==> src/rtl/multicycle_control_unit_if.sv <==
// rtl/multicycle_control_unit_if.sv - instruction/memory inputs and datapath strobes of the multicycle control unit
interface multicycle_control_unit_if;
    logic [6:0] opcode;
    logic [2:0] funct3;
    logic       mem_ready;
    logic [2:0] state;
    logic       pc_write;
    logic       ir_write;
    logic       mem_read;
    logic       mem_write;
    logic       reg_write;
    logic       mem_to_reg;
    logic       branch;
    logic       bne;
    logic       jump;
    logic       jalr;
    logic [1:0] alu_src_b;
    logic [1:0] aluop;
    logic       instr_done;
    logic       trap;

    modport master (
        input  opcode, funct3, mem_ready,
        output state, pc_write, ir_write, mem_read, mem_write, reg_write,
               mem_to_reg, branch, bne, jump, jalr, alu_src_b, aluop,
               instr_done, trap
    );

    modport slave (
        output opcode, funct3, mem_ready,
        input  state, pc_write, ir_write, mem_read, mem_write, reg_write,
               mem_to_reg, branch, bne, jump, jalr, alu_src_b, aluop,
               instr_done, trap
    );
endinterface

==> src/rtl/multicycle_control_unit.sv <==
// rtl/multicycle_control_unit.sv - FETCH/DECODE/EXEC/MEM/WB control FSM with memory wait timeout and sticky trap
module multicycle_control_unit #(
    parameter int MEM_TIMEOUT   = 16,
    parameter bit SUPPORT_JUMPS = 1'b1
) (
    input  logic                       clk,
    input  logic                       rst_n,
    multicycle_control_unit_if.master  bus
);
    localparam logic [2:0] S_FETCH  = 3'd0;
    localparam logic [2:0] S_DECODE = 3'd1;
    localparam logic [2:0] S_EXEC   = 3'd2;
    localparam logic [2:0] S_MEM    = 3'd3;
    localparam logic [2:0] S_WB     = 3'd4;
    localparam logic [2:0] S_TRAP   = 3'd5;

    localparam logic [2:0] C_R    = 3'd0;
    localparam logic [2:0] C_I    = 3'd1;
    localparam logic [2:0] C_L    = 3'd2;
    localparam logic [2:0] C_S    = 3'd3;
    localparam logic [2:0] C_B    = 3'd4;
    localparam logic [2:0] C_JAL  = 3'd5;
    localparam logic [2:0] C_JALR = 3'd6;

    localparam logic [7:0] TIMEOUT = 8'(MEM_TIMEOUT);

    logic [2:0] r_state;
    logic [2:0] w_next;
    logic [2:0] r_class;
    logic [2:0] w_class;
    logic       w_legal;
    logic [7:0] r_wait;
    logic       w_timeout;
    logic       w_waiting;

    always_comb begin
        w_class = C_R;
        w_legal = 1'b1;
        case (bus.opcode)
            7'b0110011: w_class = C_R;
            7'b0010011: w_class = C_I;
            7'b0000011: w_class = C_L;
            7'b0100011: w_class = C_S;
            7'b1100011: w_class = C_B;
            7'b1101111: begin
                w_class = C_JAL;
                w_legal = SUPPORT_JUMPS;
            end
            7'b1100111: begin
                w_class = C_JALR;
                w_legal = SUPPORT_JUMPS && (bus.funct3 == 3'b000);
            end
            default:    w_legal = 1'b0;
        endcase
    end

    assign w_waiting = (r_state == S_FETCH) || (r_state == S_MEM);
    // mem_ready arriving on the timeout cycle still wins over the trap
    assign w_timeout = w_waiting && !bus.mem_ready && (r_wait >= TIMEOUT);

    always_comb begin
        w_next = r_state;
        case (r_state)
            S_FETCH: begin
                if (bus.mem_ready)   w_next = S_DECODE;
                else if (w_timeout)  w_next = S_TRAP;
            end
            S_DECODE: w_next = w_legal ? S_EXEC : S_TRAP;
            S_EXEC: begin
                case (r_class)
                    C_R, C_I, C_JAL, C_JALR: w_next = S_WB;
                    C_L, C_S:                w_next = S_MEM;
                    C_B:                     w_next = S_FETCH;
                    default:                 w_next = S_TRAP;
                endcase
            end
            S_MEM: begin
                if (bus.mem_ready)   w_next = (r_class == C_L) ? S_WB : S_FETCH;
                else if (w_timeout)  w_next = S_TRAP;
            end
            S_WB:    w_next = S_FETCH;
            default: w_next = S_TRAP;
        endcase
    end

    always_ff @(posedge clk or negedge rst_n) begin
        if (!rst_n) begin
            r_state <= S_FETCH;
            r_class <= C_R;
            r_wait  <= 8'd0;
        end else begin
            r_state <= w_next;
            if (r_state == S_DECODE && w_legal)
                r_class <= w_class;
            if (w_next != r_state)
                r_wait <= 8'd0;
            else if (w_waiting && !bus.mem_ready)
                r_wait <= r_wait + 8'd1;
            else
                r_wait <= 8'd0;
        end
    end

    always_comb begin
        bus.pc_write   = 1'b0;
        bus.ir_write   = 1'b0;
        bus.mem_read   = 1'b0;
        bus.mem_write  = 1'b0;
        bus.reg_write  = 1'b0;
        bus.mem_to_reg = 1'b0;
        bus.branch     = 1'b0;
        bus.bne        = 1'b0;
        bus.jump       = 1'b0;
        bus.jalr       = 1'b0;
        bus.alu_src_b  = 2'b00;
        bus.aluop      = 2'b00;
        bus.instr_done = 1'b0;
        case (r_state)
            S_FETCH: begin
                bus.mem_read  = 1'b1;
                bus.alu_src_b = 2'b10;
                bus.ir_write  = bus.mem_ready;
                bus.pc_write  = bus.mem_ready;
            end
            S_EXEC: begin
                case (r_class)
                    C_R: bus.aluop = 2'b10;
                    C_I: begin
                        bus.aluop     = 2'b10;
                        bus.alu_src_b = 2'b01;
                    end
                    C_L, C_S: bus.alu_src_b = 2'b01;
                    C_B: begin
                        bus.aluop      = 2'b01;
                        bus.branch     = 1'b1;
                        bus.bne        = (bus.funct3 == 3'b001);
                        bus.instr_done = 1'b1;
                    end
                    C_JAL, C_JALR: begin
                        bus.jump     = 1'b1;
                        bus.jalr     = (r_class == C_JALR);
                        bus.pc_write = 1'b1;
                    end
                    default: ;
                endcase
            end
            S_MEM: begin
                bus.mem_read   = (r_class == C_L);
                bus.mem_write  = (r_class == C_S);
                bus.instr_done = (r_class == C_S) && bus.mem_ready;
            end
            S_WB: begin
                bus.reg_write  = 1'b1;
                bus.mem_to_reg = (r_class == C_L);
                bus.instr_done = 1'b1;
            end
            default: ;
        endcase
    end

    assign bus.state = r_state;
    assign bus.trap  = (r_state == S_TRAP);
endmodule

==> src/flat_wrapper.sv <==
// flat-port wrapper written by rule: the top's interface ports become plain ports
module multicycle_control_unit_flat 
#(
    parameter int MEM_TIMEOUT   = 16,
    parameter bit SUPPORT_JUMPS = 1'b1
)
  (clk, rst_n, bus_opcode, bus_funct3, bus_mem_ready, bus_state, bus_pc_write, bus_ir_write, bus_mem_read, bus_mem_write, bus_reg_write, bus_mem_to_reg, bus_branch, bus_bne, bus_jump, bus_jalr, bus_alu_src_b, bus_aluop, bus_instr_done, bus_trap);
  multicycle_control_unit_if bus_i ();
  input  logic clk;
  input  logic rst_n;
  input wire logic [$bits(bus_i.opcode)-1:0] bus_opcode;
  input wire logic [$bits(bus_i.funct3)-1:0] bus_funct3;
  input wire logic [$bits(bus_i.mem_ready)-1:0] bus_mem_ready;
  output wire logic [$bits(bus_i.state)-1:0] bus_state;
  output wire logic [$bits(bus_i.pc_write)-1:0] bus_pc_write;
  output wire logic [$bits(bus_i.ir_write)-1:0] bus_ir_write;
  output wire logic [$bits(bus_i.mem_read)-1:0] bus_mem_read;
  output wire logic [$bits(bus_i.mem_write)-1:0] bus_mem_write;
  output wire logic [$bits(bus_i.reg_write)-1:0] bus_reg_write;
  output wire logic [$bits(bus_i.mem_to_reg)-1:0] bus_mem_to_reg;
  output wire logic [$bits(bus_i.branch)-1:0] bus_branch;
  output wire logic [$bits(bus_i.bne)-1:0] bus_bne;
  output wire logic [$bits(bus_i.jump)-1:0] bus_jump;
  output wire logic [$bits(bus_i.jalr)-1:0] bus_jalr;
  output wire logic [$bits(bus_i.alu_src_b)-1:0] bus_alu_src_b;
  output wire logic [$bits(bus_i.aluop)-1:0] bus_aluop;
  output wire logic [$bits(bus_i.instr_done)-1:0] bus_instr_done;
  output wire logic [$bits(bus_i.trap)-1:0] bus_trap;
  assign bus_i.opcode = bus_opcode;
  assign bus_i.funct3 = bus_funct3;
  assign bus_i.mem_ready = bus_mem_ready;
  assign bus_state = bus_i.state;
  assign bus_pc_write = bus_i.pc_write;
  assign bus_ir_write = bus_i.ir_write;
  assign bus_mem_read = bus_i.mem_read;
  assign bus_mem_write = bus_i.mem_write;
  assign bus_reg_write = bus_i.reg_write;
  assign bus_mem_to_reg = bus_i.mem_to_reg;
  assign bus_branch = bus_i.branch;
  assign bus_bne = bus_i.bne;
  assign bus_jump = bus_i.jump;
  assign bus_jalr = bus_i.jalr;
  assign bus_alu_src_b = bus_i.alu_src_b;
  assign bus_aluop = bus_i.aluop;
  assign bus_instr_done = bus_i.instr_done;
  assign bus_trap = bus_i.trap;
  multicycle_control_unit #(.MEM_TIMEOUT(MEM_TIMEOUT), .SUPPORT_JUMPS(SUPPORT_JUMPS)) u_core (.clk(clk), .rst_n(rst_n), .bus(bus_i));
endmodule
==> config.mk <==
export PLATFORM = sky130hd
export DESIGN_NAME = multicycle_control_unit_flat
export DESIGN_NICKNAME = d
export VERILOG_FILES = /design/src/rtl/multicycle_control_unit_if.sv /design/src/rtl/multicycle_control_unit.sv /design/src/flat_wrapper.sv
export SDC_FILE = /design/constraint.sdc
export NUM_CORES = 1
export LEC_CHECK = 0
export CORE_MARGIN = 2
export CORE_UTILIZATION = 48
export DETAILED_ROUTE_END_ITERATION = 8
export GPL_TIMING_DRIVEN = 0
export PLACE_DENSITY_LB_ADDON = 0.08
export SYNTH_ARGS = -nofsm -noshare
export SYNTH_HDL_FRONTEND = slang
export SYNTH_SLANG_ARGS = --single-unit
==> constraint.sdc <==
create_clock -name clk -period 2.5 [get_ports clk]
set_input_delay 0.5 -clock clk [delete_from_list [all_inputs] [get_ports clk]]
set_output_delay 0.5 -clock clk [all_outputs]
set_load 0.05 [all_outputs]
==> qor.yml, run 1 <==
finalWirelength_mm: 2.09
hold_end: "u_core.r_wait[0]"
grt_max_degree: 15
synth-simple-area-share_pct: 35.8
drc_errors: 0
grt.total_usage_pct: 19.8
area_delta_synth_final_pct: 40.3
regToRegStartpoint: "u_core.r_wait[4]"
initial_utilization_pct: 49.7
rsz0062_at_grt: "false"
cts_tree: "yes"
status: "finished, final reports clean"
skew_ps: 11.6
post-route-period-util_pct: 95.9
rr_endpoint: "u_core.bus.state[1]"
slew-limit-headroom_pct: 60.2
layout-drive-gt1-share_pct: 21.6
r2r_slack_ps: 880
multiInputGateArea_um2: 618
slew_violations: 0
setup_ws_ps: 103
crit_fanout: 10
syn_area_um2: 945
synth_top_family_by_area: "simple AND/OR/NAND/NOR gates"
fin_crit_ps: 2400
grt_pass1_vias: 884
critical_path_class: "reg2out"
post-cts-setup-buffer-count: 0
vias: 943
drtAntennaViolNets: 0
postCtsHoldBufs: 0
required_ps: 2000
dieWidth_um: 48.4
worstHoldPathType: "reg2reg"
dieArea_mm2: 0.00234
synth-seq-cells: 14
n_antenna_cell: 0
worstHoldPathCells: 1
ys_types: 34
hold_viol: 0
synth_area_per_cell_um2: 8.36
dieHeight_um: 48.4
fill_cells: 165
clk_pin_slew_ps: 80
pin_count: 32
synthAdderAreaFrac_pct: 2.65
worst_hold_startpoint: "u_core.r_wait[0]"
synthArstFlopShare_pct: 100
fin_nets: 164
clock_latency_ps: 280
via_per_inst: 5.39
cts_root_buffer: "clkbuf_4"
wire_per_inst_um: 11.9
finish.utilization_pct: 69.7
numCtsBuffers: 3
io_buffers: 31
maxCapViolCount: 0
first_pass_iters: 4
htreeDepth: 1
reg2reg_depth: 4
finalSetupViolCount: 0
grt_pass1_wl_mm: 3.77
num_rows: 16
crit_path_start: "u_core.bus.state[0]"
antenna_found_initial: 0
netlist_instances: 113
ys_warn_count: 0
worstSetupEndpointType: "primary output"
tightestPinTransition_ps: 595
yosysSeqAreaShare_pct: 37.1
seq_area_um2: 352
synth_xor_area_share_pct: 3.71
coreArea_mm2: 0.00190
powerDensity_mw_per_mm2: 306
synth_edf_count: 0
synth_compound_area_share_pct: 13.2
dpl.hpwl_mm: 1.74
drtIter0Drc: 11
p_leak_uw: 0.000581
clock_sinks: 14
dp_slack_ps: -286
critPathLaunchType: "flip-flop"
overflow: 0
ys.flop_type: "dfrtp_1"
clockBufferDepth: 2
place_congestion: 0.827
clock.fmax_mhz: 417
synthMuxAreaShare_pct: 3.58
peakVddDrop_v: 0.000353
critPathArrivalTime_ps: 1900
-- cells by family after synthesis --
kind of cell | Yosys count
AOI/OAI and AO/OA | 18
and+or+nand+nor | 63
DFF | 14
xor gates and xnor gates | 4
other | 1
adders and majority gates | 2
buffers and inverters | 8
muxes | 3
-- Yosys cell counts, types with 2 or more instances --
cell type	instances	area, um^2
nor2_1	17	63.8
dfrtp_1	14	350
nand2_1	10	37.5
a21oi_1	6	30.0
nand2b_1	6	37.5
nor2b_1	5	31.3
clkbuf_1	4	15.0
nand3_1	4	20.0
nor3_1	4	20.0
o21ai_0	4	20.0
or2_2	4	25.0
and3_1	3	18.8
inv_1	3	11.3
mux2_1	3	33.8
xor2_1	3	26.3
ha_1	2	25.0
nand3b_1	2	15.0
nor4_1	2	12.5
nor4b_1	2	17.5
-- layer usage --
metal  wire (um)  global-route usage, %
met1         916                   25.2
met2        1070                   35.0
met3         100                   5.86
met4           0                   1.43
met5           0                      0
-- state kept, by name, summed over array words and instances, names as in the netlist --
| signal | cells |
|---|---|
| u_core.r_class | 3 |
| u_core.bus.state | 3 |
| u_core.r_wait | 8 |
-- worst max-delay path by stage --
| stage | slack (ps) | endpoint | depth (start not counted) |
|---|---|---|---|
| after floorplan | -110 | bus_bne | 5 |
| after global placement | -260 | bus_mem_read | 6 |
| final | 100 | bus_mem_to_reg | 4 |
| after global routing | 3 | bus_pc_write | 6 |
| after detailed placement | -290 | bus_mem_read | 6 |
| after CTS | 10 | bus_alu_src_b[1] | 4 |
-- power by group --
group          internal (uW)  switching [uW]
combinational           26.1            22.5
clock                   61.8            65.3
sequential               229           0.624
total                    317            88.4
-- per-stage QoR --
stage               setup TNS (ps)  hold WS [ps]  std cells  instance area [um^2]  total power (uW)
detailed placement           -1230           482        173                  1350               283
finish                           0           483        175                  1330               405
global route                     0           530        175                  1330               429
global placement             -1050           472        173                  1350               281
CTS                              0           491        175                  1360               412
floorplan                     -153           204        115                  1000               251
-- critical path, stage by stage, from the launching register on --
cell and delay (ps):
dfrtp_1 430, buf_2 200, or2_2 380, nor4_4 220, clkdlybuf4s15_2 400
-- layout by cell type (no fill, tap or decap), drive strengths merged, types with 5 or more instances in the layout --
cell	instances
a21oi	6
buf	5
clkbuf	10
clkdlybuf4s50	15
dfrtp	14
dlygate4sd2	6
nand2	10
nand2b	6
nand3	5
nor2	17
nor2b	5
-- repair_timing --
action                     4_1_cts  5_1_grt
gates cloned                     0        0
setup endpoints to repair       16       11
resized for setup               34       15
-- cell type report --
class                      instances  share of cell area, %
buffer                             3                   1.32
clock buffer                       4                   1.98
inverter                           3                  0.850
multi-input combinational         93                   46.6
sequential                        14                   26.5
tap                               27                   2.55
timing repair buffer              31                   20.1
(Power assumes the default switching activity.)
==> run 2, diff against run 1 <==
--- a/config.mk
+++ b/config.mk
@@ -5,6 +5,7 @@
 export SDC_FILE = /design/constraint.sdc
 export NUM_CORES = 1
 export LEC_CHECK = 0
+export ABC_CLOCK_PERIOD_IN_PS = 2500
 export CORE_MARGIN = 2
 export CORE_UTILIZATION = 48
 export DETAILED_ROUTE_END_ITERATION = 8
==> results of run 2 <==
The final DEF is identical to that of run 1; final timing and power are the same.
